<file path="src/rtl/input_queue_vc.sv">
// Router input port: per-VC flit/mask FIFOs, round-robin pop, multicast hold-and-serve.
// Define IQ_STATS_EN to add per-VC served-flit counters (stats_vc / stats_cnt).
module input_queue_vc #(
  parameter int FW = 64,
  parameter int P  = 7,
  parameter int V  = 4,
  parameter int VW = 2,
  parameter int B  = 2
) (
  input  logic          clk,
  input  logic          rst,
  input  logic          flit_in_wr,
  input  logic [VW-1:0] flit_in_vc,
  input  logic [FW-1:0] flit_in,
  input  logic [P-1:0]  dest_in,
  output logic          flit_rel,
  output logic [VW-1:0] flit_rel_vc,
  output logic [P-1:0]  dest_port_req,
  input  logic [P-1:0]  grant_dest_port,
  output logic [FW-1:0] flit_to_crossbar,
  output logic [VW-1:0] flit_to_crossbar_vc,
  output logic [V-1:0]  vc_not_empty,
  output logic          overflow_err
`ifdef IQ_STATS_EN
  ,
  input  logic [VW-1:0] stats_vc,
  output logic [15:0]   stats_cnt
`endif
);
  localparam int D = 1 << B;
  localparam logic [B:0] FULL = (B+1)'(D);

  typedef enum logic [1:0] {IDLE, LOAD, SERVE} state_t;

  state_t        state_q, state_d;
  logic [VW-1:0] rr_q, rr_d;
  logic          rel_q, rel_d;
  logic [VW-1:0] rel_vc_q, rel_vc_d;
  logic [P-1:0]  rem_q, rem_d;
  logic [FW-1:0] xb_flit_q, xb_flit_d;
  logic [VW-1:0] xb_vc_q, xb_vc_d;
  logic [V-1:0]  ne_q, ne_d;
  logic          ovf_q, ovf_d;

  logic [VW-1:0] sel_vc_q;
  logic [FW-1:0] stage_flit_q;
  logic [P-1:0]  stage_mask_q;

  logic [B-1:0]  wr_ptr_q [V];
  logic [B-1:0]  rd_ptr_q [V];
  logic [B:0]    cnt_q    [V];
  logic [B:0]    cnt_d    [V];
  logic [FW-1:0] flit_mem [V][D];
  logic [P-1:0]  mask_mem [V][D];

  logic          vc_ok;
  logic          push;
  logic          pop;
  logic          served;
  logic [V-1:0]  push_v;
  logic [V-1:0]  pop_v;

  function automatic logic [VW-1:0] inc_vc(input logic [VW-1:0] v);
    if (int'(v) >= V - 1) return '0;
    return v + 1'b1;
  endfunction

  function automatic logic [VW-1:0] rr_pick(input logic [V-1:0] ne, input logic [VW-1:0] start);
    logic [VW-1:0] pick;
    logic [VW-1:0] k;
    int            idx;
    pick = '0;
    for (int i = V - 1; i >= 0; i--) begin
      idx = (int'(start) + i) % V;
      k   = VW'(idx);
      if (ne[k]) pick = k;
    end
    return pick;
  endfunction

  // A pop only ever happens in IDLE, and the registered release pulse marks it,
  // so a write to a full FIFO can be accepted when that same FIFO is popping.
  always_comb begin
    vc_ok  = ({1'b0, flit_in_vc} < (VW+1)'(V));
    pop    = rel_q;
    push   = 1'b0;
    push_v = '0;
    pop_v  = '0;
    ne_d   = '0;
    ovf_d  = ovf_q;
    for (int v = 0; v < V; v++) begin
      pop_v[v] = pop && (rel_vc_q == VW'(v));
    end
    if (flit_in_wr) begin
      if (!vc_ok) begin
        ovf_d = 1'b1;
      end else if ((cnt_q[flit_in_vc] == FULL) && !pop_v[flit_in_vc]) begin
        ovf_d = 1'b1;
      end else begin
        push = 1'b1;
      end
    end
    for (int v = 0; v < V; v++) begin
      push_v[v] = push && (flit_in_vc == VW'(v));
      cnt_d[v]  = cnt_q[v] + (B+1)'(push_v[v]) - (B+1)'(pop_v[v]);
      ne_d[v]   = (cnt_d[v] != '0);
    end
  end

  // Release pulse is computed one cycle ahead so it comes straight from a register.
  always_comb begin
    state_d   = state_q;
    rr_d      = rr_q;
    rem_d     = rem_q;
    xb_flit_d = xb_flit_q;
    xb_vc_d   = xb_vc_q;
    served    = 1'b0;
    case (state_q)
      IDLE: begin
        if (rel_q) state_d = LOAD;
      end
      LOAD: begin
        if (stage_mask_q == '0) begin
          state_d = IDLE;
          rr_d    = inc_vc(sel_vc_q);
        end else begin
          state_d   = SERVE;
          rem_d     = stage_mask_q;
          xb_flit_d = stage_flit_q;
          xb_vc_d   = sel_vc_q;
        end
      end
      SERVE: begin
        rem_d = rem_q & ~grant_dest_port;
        if (rem_d == '0) begin
          state_d = IDLE;
          rr_d    = inc_vc(xb_vc_q);
          served  = 1'b1;
        end
      end
      default: begin
        state_d = IDLE;
        rem_d   = '0;
      end
    endcase
    rel_d    = (state_d == IDLE) && (|ne_d);
    rel_vc_d = rel_d ? rr_pick(ne_d, rr_d) : '0;
  end

  always_ff @(posedge clk or posedge rst) begin
    if (rst) begin
      state_q   <= IDLE;
      rr_q      <= '0;
      rel_q     <= 1'b0;
      rel_vc_q  <= '0;
      rem_q     <= '0;
      xb_flit_q <= '0;
      xb_vc_q   <= '0;
      ne_q      <= '0;
      ovf_q     <= 1'b0;
      for (int v = 0; v < V; v++) begin
        wr_ptr_q[v] <= '0;
        rd_ptr_q[v] <= '0;
        cnt_q[v]    <= '0;
      end
    end else begin
      state_q   <= state_d;
      rr_q      <= rr_d;
      rel_q     <= rel_d;
      rel_vc_q  <= rel_vc_d;
      rem_q     <= rem_d;
      xb_flit_q <= xb_flit_d;
      xb_vc_q   <= xb_vc_d;
      ne_q      <= ne_d;
      ovf_q     <= ovf_d;
      for (int v = 0; v < V; v++) begin
        if (push_v[v]) wr_ptr_q[v] <= wr_ptr_q[v] + 1'b1;
        if (pop_v[v])  rd_ptr_q[v] <= rd_ptr_q[v] + 1'b1;
        cnt_q[v] <= cnt_d[v];
      end
    end
  end

  // The head is copied out on the pop edge: a same-edge push into a full FIFO
  // reuses that slot, so it cannot be read from the array a cycle later.
  always_ff @(posedge clk) begin
    if (push) begin
      flit_mem[flit_in_vc][wr_ptr_q[flit_in_vc]] <= flit_in;
      mask_mem[flit_in_vc][wr_ptr_q[flit_in_vc]] <= dest_in;
    end
    if (pop) begin
      stage_flit_q <= flit_mem[rel_vc_q][rd_ptr_q[rel_vc_q]];
      stage_mask_q <= mask_mem[rel_vc_q][rd_ptr_q[rel_vc_q]];
      sel_vc_q     <= rel_vc_q;
    end
  end

`ifdef IQ_STATS_EN
  logic [15:0] stat_q [V];

  always_ff @(posedge clk or posedge rst) begin
    if (rst) begin
      for (int v = 0; v < V; v++) stat_q[v] <= '0;
    end else if (served && (stat_q[xb_vc_q] != 16'hFFFF)) begin
      stat_q[xb_vc_q] <= stat_q[xb_vc_q] + 16'd1;
    end
  end

  assign stats_cnt = ({1'b0, stats_vc} < (VW+1)'(V)) ? stat_q[stats_vc] : 16'd0;
`endif

  assign flit_rel            = rel_q;
  assign flit_rel_vc         = rel_vc_q;
  assign dest_port_req       = rem_q;
  assign flit_to_crossbar    = xb_flit_q;
  assign flit_to_crossbar_vc = xb_vc_q;
  assign vc_not_empty        = ne_q;
  assign overflow_err        = ovf_q;

endmodule

</file>
<file path="config.mk">
export PLATFORM = sky130hd
export DESIGN_NAME = input_queue_vc
export DESIGN_NICKNAME = d
export VERILOG_FILES = /design/src/rtl/input_queue_vc.sv
export SDC_FILE = /design/constraint.sdc
export NUM_CORES = 1
export LEC_CHECK = 0
export ABC_AREA = 1
export BUFFER_PORTS_ARGS = -buffer_cell sky130_fd_sc_hd__clkbuf_2
export CAP_MARGIN = 30
export CELL_PAD_IN_SITES_DETAIL_PLACEMENT = 0
export CELL_PAD_IN_SITES_GLOBAL_PLACEMENT = 1
export CORE_ASPECT_RATIO = 1.25
export CORE_MARGIN = 5
export CORE_UTILIZATION = 31
export DETAILED_ROUTE_END_ITERATION = 10
export PLACE_DENSITY_LB_ADDON = 0.1
export RECOVER_POWER = 25
export SLEW_MARGIN = 20
export SYNTH_ARGS = -nofsm -noshare
export SYNTH_HDL_FRONTEND = slang
export SYNTH_SLANG_ARGS = --single-unit
</file>
<file path="constraint.sdc">
create_clock -name clk -period 11 [get_ports clk]
set_input_delay 2.2 -clock clk [delete_from_list [all_inputs] [get_ports clk]]
set_output_delay 2.2 -clock clk [all_outputs]
set_load 0.03 [all_outputs]
</file>
==> summary.txt <==
Setup path
  • Critical path fanouts, max: 34
  • Worst setup SP type: flop
  • Crit Path Class: flop to flop
  • Critical Path RT: between 10 and 15 ns
  • CP Data Arrival Time: 6.41 ns
  • Setup crit end kind: flop

Outcome
  • Failing checks: max-capacitance violations, max-slew violations
  • Status: complete, but fails checks

Clocking
  • Clk slew on worst S/H paths: approximately 0.06 ns
  • CTS resizes: 0
  • Clock root buffer master: clkbuf_16
  • Post-CTS Setup Bufs: 0
  • CTS H-tree depth: 4
  • Clock Path Buffers: 3
  • Clock tree from TritonCTS: done
  • CTS buffer count: around 140
  • Clock sink total: approximately 1300
  • Later-pin clock latency in the skew report: 0.75 ns
  • Hold_buf cts: 0

Synthesis
  • Ys Warns: 0
  • Post-synth net total: 3050
  • Synth Register Bits: 1322
  • Post-synthesis sequential area ratio: 80.3%
  • Distinct cells, synth: 34
  • Synthesized instance count: 2949
  • Mapped cell area: 48700 sq um
  • Syn avg cell area: 16.5 sq um

Finish
  • Layout overhead on the synthesized area: 15.9%
  • Fin nets: 3224
  • Finished Layout Cells: 5286
  • Layout cells sized above 1: 12.2%

Die
  • Row count: 162
  • Die span in y: 453 um
  • Die width: roughly 360 um
  • I/O pin cnt: 164
  • Starting Density: a little under a third
  • Core ar.: 156000 sq um
  • DIE AREA: 165000 sq um

Timing
  • Relative slew slack: -57.1%
  • Sum Neg Setup Slack: 0 ns
  • Final setup violation count: 0
  • Clock Skew: 0.0218 ns
  • Fmax: 174 MHz
  • Crit share post-route: 52.1%
  • Final hold vios: 0
  • PnR worst setup slack: roughly 5.3 ns
  • RSZ-0062 raised after global routing: no
  • Pins Over Slew Limit: 59
  • Final min period: 5.74 ns
  • Worst-Margin Slew: between 2 and 2.5 ns

Route
  • Drt via density: just over 5
  • Initial DRC count: 2053
  • Routed WL: around 140 mm
  • Via Count: 27400
  • DR pass1 iterations: 5
  • DR top layer: met5
  • WL met1: 60.9 mm
  • DRC viols: 0
  • Routed Antenna Nets: 0
  • Met2 Routed Length: 69.0 mm
  • Met3 WL: 7.03 mm
  • Avg WL per Cell: around 26 um

GRT
  • First-pass GRT wire length: 203 mm
  • Initial antenna violation count: 15
  • Vias in the first global route: 28800
  • Grt total ovfl: 0
  • Gr usage total: 16.7%
  • Largest net degree at the start of global routing: 155

Placed design
  • Inst Count DP: ~5000
  • Port buffer count: 163
  • Pre-CTS setup slack: a little under 5 ns
  • Detailed Place HPWL: ~70 mm
  • Routability Congestion: 0.761

Flow run
  • Max cap viols: 2

Power
  • Peak supply drop: between 0.2 and 0.3 mV
  • Lkg Pwr: 0.0184 uW
  • Pwr/cell area: between 200 and 300 nW/um^2

Hold path
  • Min-Delay Path Class: flop to flop
## worst paths after layout
path                                       startpoint                          endpoint  slack, ns  depth (start not counted)
max                                flit_rel$_DFF_PP0_          flit_rel_vc[0]$_DFF_PP0_       5.26                         23
min                        stage_flit_q[54]$_DFFE_PP_  flit_to_crossbar[54]$_DFFE_PP0P_       0.44                          2
max reg2reg                        flit_rel$_DFF_PP0_          flit_rel_vc[0]$_DFF_PP0_       5.26                         23
min reg2reg                stage_flit_q[54]$_DFFE_PP_  flit_to_crossbar[54]$_DFFE_PP0P_       0.44                          2
max in group asynchronous                         rst                cnt_q[7]$_DFF_PP0_       8.39                          4
min in group asynchronous                         rst  flit_to_crossbar[57]$_DFFE_PP0P_       1.53                          2
## kinds of logic after synthesis
| kind of cell | share of synthesized area, % |
|---|---|
| adders and majority gates | 0.524 |
| buffers and inverters | 2.09 |
| DFF | 80.3 |
| and+or+nand+nor | 5.18 |
| xor gates and xnor gates | 0.413 |
| AOI/OAI and AO/OA | 11.5 |
## layer usage
metal  global-route usage, %  vias up
met5                       0        -
met4                    3.88       10
met3                    3.20      173
met2                    28.6      710
met1                    22.1    14300
li1                        -    12100
## sequential cells by signal, indices dropped and copies added, names as in the netlist, 2 cells and up
name,count
wr_ptr_q,8
vc_not_empty,4
cnt_q,12
mask_mem,112
state_q,2
flit_mem,1024
flit_to_crossbar,64
stage_mask_q,7
flit_to_crossbar_vc,2
stage_flit_q,64
sel_vc_q,2
dest_port_req,7
rd_ptr_q,8
flit_rel_vc,2
rr_q,2
## cells in the final DEF, fill, tap and decap left out, types with 12 or more instances in the layout
cell	Yosys	final
nand2_1	266	266
nand3_1	239	239
clkbuf_2	0	117
buf_4	0	41
edfxtp_1	1209	1209
dfrtp_1	113	113
a31oi_1	71	71
clkbuf_1	159	83
ha_1	14	14
xor2_1	18	18
a32o_1	71	71
clkbuf_16	0	147
nor2_1	53	36
clkinv_2	0	21
o21ai_0	14	14
a22oi_1	569	569
nor2_4	0	20
inv_1	69	67
a21oi_1	12	12
clkinv_1	1	30
## critical path: stages, from the launching register on
cell	delay [ns]
dfrtp_1	1.92
inv_1	0.31
nor2_1	0.41
o31ai_1	0.11
nand3_1	0.11
nand2_1	0.19
nor2_1	0.23
inv_1	0.07
ha_1	0.27
inv_1	0.04
ha_1	0.18
fa_1	0.37
xor2_1	0.18
xor2_1	0.23
inv_1	0.06
nand2_1	0.19
nand3_1	0.11
nand2_1	0.11
nand3_1	0.14
nand2_1	0.12
nor2_1	0.04
nand2_1	0.06
nand2_1	0.05
a21oi_1	0.13
## through the flow
step | util (%) | power (uW) | area, sq um | hold WS (ns)
after floorplan | - | 8490 | 48700 | 0.426
after detailed placement | 33.4 | 9980 | 52100 | 0.435
after global routing | 36.2 | 15100 | 56500 | 0.459
final | 36.2 | 14400 | 56500 | 0.443
after CTS | 36.2 | 14600 | 56500 | 0.446
after global placement | 33.3 | 9920 | 52000 | 0.430
## power by group
part           switching, uW  internal [uW]
sequential               282           6160
combinational           2410            930
clock                   1920           2650
## area by class of cell
| class | instances | area, sq um |
|---|---|---|
| fillers | 14700 | 99600 |
| flip-flops and latches | 1322 | 39100 |
| multi-input cells | 1362 | 8730 |
| clock buffers | 186 | 3850 |
| well taps | 2050 | 2560 |
| repair buffers | 216 | 1330 |
| clock inverters | 70 | 561 |
| inverters | 78 | 314 |
| diodes | 2 | 5.00 |
## cell usage after synthesis, drive strengths merged
library cell  instances  area, sq um
o21bai                1         7.51
a32o                 71          711
clkbuf              159          597
or2                   2         12.5
edfxtp             1209        36300
nand3               239         1200
nand2               267         1000
a22oi               569         4270
clkinv                1         3.75
o21a                  1         7.51
xnor2                 5         43.8
a21oi                12         60.1
buf                  28          130
dfrtp               113         2830
nand3b                1         7.51
nor4                  3         33.8
xor2                 18          158
inv                  77          289
nor2                 57          224
nor3                  7         40.0
fa                    4         80.1
o21ai                15         75.1
and2                  1         6.26
a31oi                71          444
o31ai                 1         7.51
ha                   14          175
o22ai                 3         18.8
Note: power is estimated with default switching activity, not from simulation.
